## config.mk

```make
export PLATFORM = sky130hd
export DESIGN_NAME = uart_tx_arbiter
export DESIGN_NICKNAME = d
export VERILOG_FILES = /design/src/rtl/uart_pkg.sv /design/src/rtl/rr_pick.sv /design/src/rtl/uart_tx_arbiter.sv
export SDC_FILE = /design/constraint.sdc
export NUM_CORES = 1
export LEC_CHECK = 0
export ABC_AREA = 1
export CELL_PAD_IN_SITES_DETAIL_PLACEMENT = 0
export CELL_PAD_IN_SITES_GLOBAL_PLACEMENT = 1
export CORE_MARGIN = 3
export CORE_UTILIZATION = 43
export CTS_BUF_LIST = sky130_fd_sc_hd__clkbuf_4 sky130_fd_sc_hd__clkbuf_8
export CTS_CLUSTER_DIAMETER = 30
export DETAILED_ROUTE_END_ITERATION = 16
export HOLD_SLACK_MARGIN = 0.08
export PLACE_DENSITY = 0.95
export SETUP_SLACK_MARGIN = 0.2
export SYNTH_ARGS = -nofsm -noshare
export SYNTH_HDL_FRONTEND = slang
export SYNTH_SLANG_ARGS = --single-unit
```

## constraint.sdc

```tcl
create_clock -name clock -period 7 [get_ports clock]
set_input_delay 2.1 -clock clock [delete_from_list [all_inputs] [get_ports clock]]
set_output_delay 2.1 -clock clock [all_outputs]
set_load 0.005 [all_outputs]
```

## src/rtl/uart_pkg.sv

```systemverilog
// Shared definitions for the UART transmit path: FSM state encoding,
// data width and a helper that sizes saturating counters.
package uart_pkg;

  localparam int UART_DATA_W = 8;

  typedef enum logic [1:0] {
    IDLE,
    SEND,
    WAIT_DONE,
    GAP
  } tx_state_e;

  function automatic int cnt_width(input int max_val);
    return (max_val < 1) ? 1 : $clog2(max_val + 1);
  endfunction

endpackage

```

## src/rtl/rr_pick.sv

```systemverilog
// Combinational round-robin selector: the first set request strictly after
// the pointer, wrapping, wins. Usable by any shared resource arbiter.
module rr_pick #(
  parameter int N     = 4,
  parameter int IDX_W = (N > 1) ? $clog2(N) : 1
) (
  input  logic [N-1:0]     req,
  input  logic [IDX_W-1:0] ptr,
  output logic [N-1:0]     onehot,
  output logic [IDX_W-1:0] idx,
  output logic             valid
);

  logic [IDX_W-1:0] pos;

  always_comb begin
    onehot = '0;
    idx    = '0;
    valid  = 1'b0;
    pos    = '0;
    for (int i = 1; i <= N; i++) begin
      pos = IDX_W'((int'(ptr) + i) % N);
      if (!valid && req[pos]) begin
        valid       = 1'b1;
        idx         = pos;
        onehot[pos] = 1'b1;
      end
    end
  end

endmodule

```

## src/rtl/uart_tx_arbiter.sv

```systemverilog
// Round-robin arbiter sharing one UART transmitter between N_REQ byte
// producers, with an enforced inter-frame gap and a completion watchdog.
module uart_tx_arbiter
  import uart_pkg::*;
#(
  parameter int N_REQ      = 4,
  parameter int GAP_CYCLES = 16,
  parameter int TIMEOUT    = 200000
) (
  input  logic                         clock,
  input  logic                         reset,
  input  logic [N_REQ-1:0]             req,
  input  logic [UART_DATA_W*N_REQ-1:0] req_data,
  output logic [N_REQ-1:0]             grant,
  output logic [N_REQ-1:0]             ack,
  output logic                         uart_send,
  output logic [UART_DATA_W-1:0]       uart_tx_data,
  input  logic                         uart_tx_done,
  output logic                         busy,
  output logic                         timeout_err,
  output logic [2:0]                   err_id
);

  localparam int IDX_W = (N_REQ > 1) ? $clog2(N_REQ) : 1;
  localparam int WD_W  = cnt_width(TIMEOUT);
  localparam int GAP_W = cnt_width(GAP_CYCLES);

  localparam logic [WD_W-1:0]  WD_MAX   = WD_W'(TIMEOUT);
  localparam logic [GAP_W-1:0] GAP_MAX  = GAP_W'(GAP_CYCLES);
  localparam logic [IDX_W-1:0] PTR_INIT = IDX_W'(N_REQ - 1);

  tx_state_e              state_q, state_d;
  logic [IDX_W-1:0]       ptr_q, ptr_d;
  logic [WD_W-1:0]        wd_q, wd_d;
  logic [GAP_W-1:0]       gap_q, gap_d;
  logic [N_REQ-1:0]       grant_q, grant_d;
  logic [N_REQ-1:0]       ack_q, ack_d;
  logic                   send_q, send_d;
  logic [UART_DATA_W-1:0] data_q, data_d;
  logic                   busy_q, busy_d;
  logic                   terr_q, terr_d;
  logic [2:0]             err_id_q, err_id_d;

  logic [N_REQ-1:0]       win_onehot;
  logic [IDX_W-1:0]       win_idx;
  logic                   win_valid;
  logic [UART_DATA_W-1:0] req_bytes [N_REQ];

  rr_pick #(
    .N     (N_REQ),
    .IDX_W (IDX_W)
  ) u_rr_pick (
    .req    (req),
    .ptr    (ptr_q),
    .onehot (win_onehot),
    .idx    (win_idx),
    .valid  (win_valid)
  );

  always_comb begin
    for (int k = 0; k < N_REQ; k++) begin
      req_bytes[k] = req_data[k*UART_DATA_W +: UART_DATA_W];
    end
  end

  always_comb begin
    state_d  = state_q;
    ptr_d    = ptr_q;
    wd_d     = wd_q;
    gap_d    = gap_q;
    grant_d  = grant_q;
    ack_d    = '0;
    send_d   = 1'b0;
    data_d   = data_q;
    terr_d   = 1'b0;
    err_id_d = err_id_q;

    case (state_q)
      IDLE: begin
        if (win_valid) begin
          state_d = SEND;
          ptr_d   = win_idx;
          data_d  = req_bytes[win_idx];
          grant_d = win_onehot;
          send_d  = 1'b1;
        end
      end
      SEND: begin
        state_d = WAIT_DONE;
        wd_d    = '0;
      end
      WAIT_DONE: begin
        if (wd_q != WD_MAX) wd_d = wd_q + 1'b1;
        // A completion on the terminal watchdog cycle takes priority over the abort.
        if (uart_tx_done) begin
          ack_d   = grant_q;
          grant_d = '0;
          gap_d   = '0;
          state_d = (GAP_CYCLES == 0) ? IDLE : GAP;
        end else if (wd_d == WD_MAX) begin
          terr_d   = 1'b1;
          err_id_d = 3'(ptr_q);
          grant_d  = '0;
          gap_d    = '0;
          state_d  = (GAP_CYCLES == 0) ? IDLE : GAP;
        end
      end
      GAP: begin
        if (gap_q != GAP_MAX) gap_d = gap_q + 1'b1;
        if (gap_d == GAP_MAX) state_d = IDLE;
      end
      default: state_d = IDLE;
    endcase

    busy_d = (state_d != IDLE);
  end

  always_ff @(posedge clock or negedge reset) begin
    if (!reset) begin
      state_q  <= IDLE;
      ptr_q    <= PTR_INIT;
      wd_q     <= '0;
      gap_q    <= '0;
      grant_q  <= '0;
      ack_q    <= '0;
      send_q   <= 1'b0;
      data_q   <= '0;
      busy_q   <= 1'b0;
      terr_q   <= 1'b0;
      err_id_q <= '0;
    end else begin
      state_q  <= state_d;
      ptr_q    <= ptr_d;
      wd_q     <= wd_d;
      gap_q    <= gap_d;
      grant_q  <= grant_d;
      ack_q    <= ack_d;
      send_q   <= send_d;
      data_q   <= data_d;
      busy_q   <= busy_d;
      terr_q   <= terr_d;
      err_id_q <= err_id_d;
    end
  end

  assign grant        = grant_q;
  assign ack          = ack_q;
  assign uart_send    = send_q;
  assign uart_tx_data = data_q;
  assign busy         = busy_q;
  assign timeout_err  = terr_q;
  assign err_id       = err_id_q;

endmodule

```

==> metrics.md <==
| Metric | Value |
|---|---|
| Status | `finished, final reports clean` |
| Placed inst area | `0.00410 sq mm` |
| Syn Inst Count | `~480` |
| Register area share after synthesis | `0.348` |
| PortBufs | `59` |
| Area of the mapped netlist | `0.00346 sq mm` |
| Hold_sp | `uart_tx_data[6]$_DFFE_PN0P_` |
| Routed Antenna Nets | `0` |
| Fin Hold WS | `0.491 ns` |
| Pre-CTS setup slack | `2.82 ns` |
| Worst-skew pair later-pin latency | `0.31 ns` |
| Root buffer cell | `clkbuf_8` |
| Max FO, Critical Path | `17` |
| Post-synthesis mux area share | `0` |
| Max VDD drop | `0.266 mV` |
| #FFs+latches synth | `48` |
| Most frequent cell after synthesis | `nand2_1` |
| Post-synth EDFFs | `0` |
| Compound-Gate Fraction of Synth Area | `0.0916` |
| Full die area | `~0.009 sq mm` |
| Wirelength per Cell | `around 12 microns` |
| Clock transition at path regs | `0.09 ns` |
| Final Util | `0.541` |
| 1st-pass router iterations | `4` |
| Adder-Cell Fraction of Synth Area | `0.0579` |
| Remaining global-route overflow | `0` |
| Vias in the first global route | `3134` |
| Via/cell ratio | `between 4 and 5` |
| Setup crit end kind | `register` |
| Yosys warns | `0` |
| Reg2Reg Depth | `13` |
| Setup_tns | `0 ns` |
| Hold buffers post-CTS | `0` |
| Synth Area in XOR/XNOR | `0.0279` |
| Pwr Total | `between 1.5 and 2 mW` |
| Fmax achieved | `approximately 260 MHz` |
| Fin. max-slew vios | `0` |
| DRC Markers | `0` |
| Post-CTS Setup Bufs | `0` |
| Ranking of synthesized cells by area | `dfrtp_1 33%, nand2_1 15%, nand3_1 9.0%` |
| Critical R2R Launch | `ptr_q[0]$_DFFE_PN1P_` |
| Clk buf depth | `2` |
| Synth cell count leaders | `135 x nand2_1, 62 x nand3_1, 53 x inv_1` |
| Leakage | `1.89 nW` |
| # rows | `32` |
| Worst setup endpoint | `uart_tx_data[0]$_DFFE_PN0P_` |
| Endpoints failing hold | `0` |
| Placed insts | `628` |
| CTS resizes | `0` |
| Pin count of the biggest net entering global routing | `49` |
| Distinct cell type count after synthesis | `37` |
| Layout cells sized above 1 | `0.0955` |
| Tmin final | `3.90 ns` |
| TritonCTS clock tree | `built` |
| Startpoint Class | `input port` |
| Starting Density | `0.445` |
| Slew margin rel. | `0.589` |
| Critical Path RT | `7.20 ns` |
| Ports | `61` |
| Worst EP arrival | `slightly above 4 ns` |
| Top_reg_cell synth | `dfrtp_1` |
| Initial antenna violation count | `0` |
| Routability cong. | `slightly above 0.9` |
| Largest family of logic cells by synthesized area | `simple AND/OR/NAND/NOR gates` |
| Post-synth ARST share | `1.00` |
| Final Instance Area | `0.00420 sq mm` |
| Setup Crit Path Kind | `in -> reg` |
| Die Y | `95.7 microns` |
| Routed WL | `roughly 7800 microns` |
| Multi-input logic area | `around 0.0020 sq mm` |
| FF-to-FF setup slack | `4.32 ns` |
| HPWL after DPL | `5970 microns` |
| Crit. Startpoint | `req[1]` |
| Clk sinks | `between 40 and 50` |
| Endpoints failing setup | `0` |
| Synth area leader | `dfrtp_1` |
| Skew final | `0.00843 ns` |
| Worst reg2reg endpoint | `uart_tx_data[0]$_DFFE_PN0P_` |
| Max cap viols | `0` |
| Routed via count | `around 3100` |
| Simple-Gate Fraction of Synth Area | `0.388` |
| Htree depth | `2` |
| Post-synth top area share | `0.333` |
| Die Width | `between 90 and 100 microns` |
| P&R area growth vs syn | `21.6%` |
| Final-stage net count | `~590` |
| Total GRT Usage | `0.185` |
| Non-Filler Instances | `636` |
| Power Density | `between 300 and 400 mW/mm^2` |
| First-pass GRT wire length | `around 14000 microns` |
| FF/Latch Area | `0.00120 sq mm` |
| Unrepaired setup endpoints after global routing | `false` |
| Syn nets | `531` |
| Mapped Avg Cell Area | `around 7.3 sq um` |
| Post-route clock period utilization | `0.558` |
| Worst-Margin Slew | `approximately 0.62 ns` |
| Ant. Diodes | `0` |
| Min-Delay Path Class | `reg -> reg` |
| DR iter-0 viols | `roughly 140` |
| Worst Slack Setup Final | `between 3 and 4 ns` |
| Total CTS buffers | `5` |
| Number of fill cells | `approximately 740` |
| Core box area | `a little under 0.008 sq mm` |
==> flip-flops by register name, summed over array words and instances (netlist names) <==
| name | count |
|---|---|
| uart_tx_data | 8 |
| state_q | 2 |
| grant | 4 |
| ptr_q | 2 |
| timeout_err | 1 |
| gap_q | 5 |
| wd_q | 18 |
| ack | 4 |
| err_id | 2 |
| uart_send | 1 |
| busy | 1 |
==> worst max-delay path, cell delays in order <==
cell,delay (ns)
clkdlybuf4s50_1,0.46
inv_1,0.05
o21ai_1,0.18
inv_1,0.08
nand2_1,0.11
o21ai_4,0.11
o211ai_4,0.45
nand2_4,0.21
nand2_1,0.10
nand3_1,0.09
nand3_1,0.10
nand2_1,0.06
==> worst min-delay path by stage <==
stage	cells past startpoint	to	slack, ns
final	2	uart_tx_data[6]$_DFFE_PN0P_	0.49
after floorplan	2	gap_q[3]$_DFFE_PN0P_	0.46
after CTS	2	uart_tx_data[2]$_DFFE_PN0P_	0.49
after global routing	2	uart_tx_data[4]$_DFFE_PN0P_	0.52
after global placement	2	uart_tx_data[3]$_DFFE_PN0P_	0.46
after detailed placement	2	uart_tx_data[3]$_DFFE_PN0P_	0.47
==> layer usage <==
metal / share of wire / vias to the layer above / wire (microns) / track usage
met3: 0.051 / 10 / 394 / 0.0442
met4: 0.011 / 0 / 88 / 0.0533
met5: 0 / - / 0 / 0
met1: 0.47 / 1425 / 3640 / 0.226
met2: 0.47 / 72 / 3670 / 0.320
li1: - / 1639 / - / -
==> layout make-up <==
| cell class | instances | area share |
|---|---|---|
| Clock inverter | 1 | 0.00179 |
| Sequential cell | 48 | 0.286 |
| Multi-Input combinational cell | 360 | 0.466 |
| Tap cell | 102 | 0.0304 |
| Inverter | 58 | 0.0530 |
| Clock buffer | 7 | 0.0214 |
| Timing Repair Buffer | 60 | 0.141 |
==> power breakdown <==
| part | internal, mW | switching, mW | leakage (nW) |
|---|---|---|---|
| registers | 0.346 | 0.0632 | 0.635 |
| logic | 0.365 | 0.637 | 1.21 |
| clock network | 0.0843 | 0.0957 | 0.0479 |
==> layout by cell type (no fill, tap or decap), drive strengths merged <==
master / Yosys / layout
nand2: 146 / 146
clkbuf: 3 / 7
o21ai: 33 / 33
xor2: 11 / 11
o211ai: 2 / 2
nand3: 67 / 67
dfrtp: 46 / 46
clkdlybuf4s50: 0 / 58
o21bai: 1 / 1
or2: 1 / 1
nand3b: 7 / 7
nand4: 8 / 8
nor2: 54 / 54
buf: 7 / 2
inv: 58 / 58
clkinvlp: 0 / 1
a31o: 1 / 1
a21boi: 1 / 1
dfstp: 2 / 2
ha: 16 / 16
o22ai: 7 / 7
conb: 1 / 1
a22oi: 1 / 1
a21oi: 2 / 2
nor3: 1 / 1
==> cells by family (layout without fill, tap and decap cells) <==
| family | after synthesis | count (layout) |
|---|---|---|
| xor gates and xnor gates | 11 | 11 |
| other | 1 | 1 |
| AOI/OAI and AO/OA | 48 | 48 |
| and+or+nand+nor | 284 | 284 |
| DFF | 48 | 48 |
| adders and majority gates | 16 | 16 |
| buffers and inverters | 68 | 126 |
(Power assumes the default switching activity.)
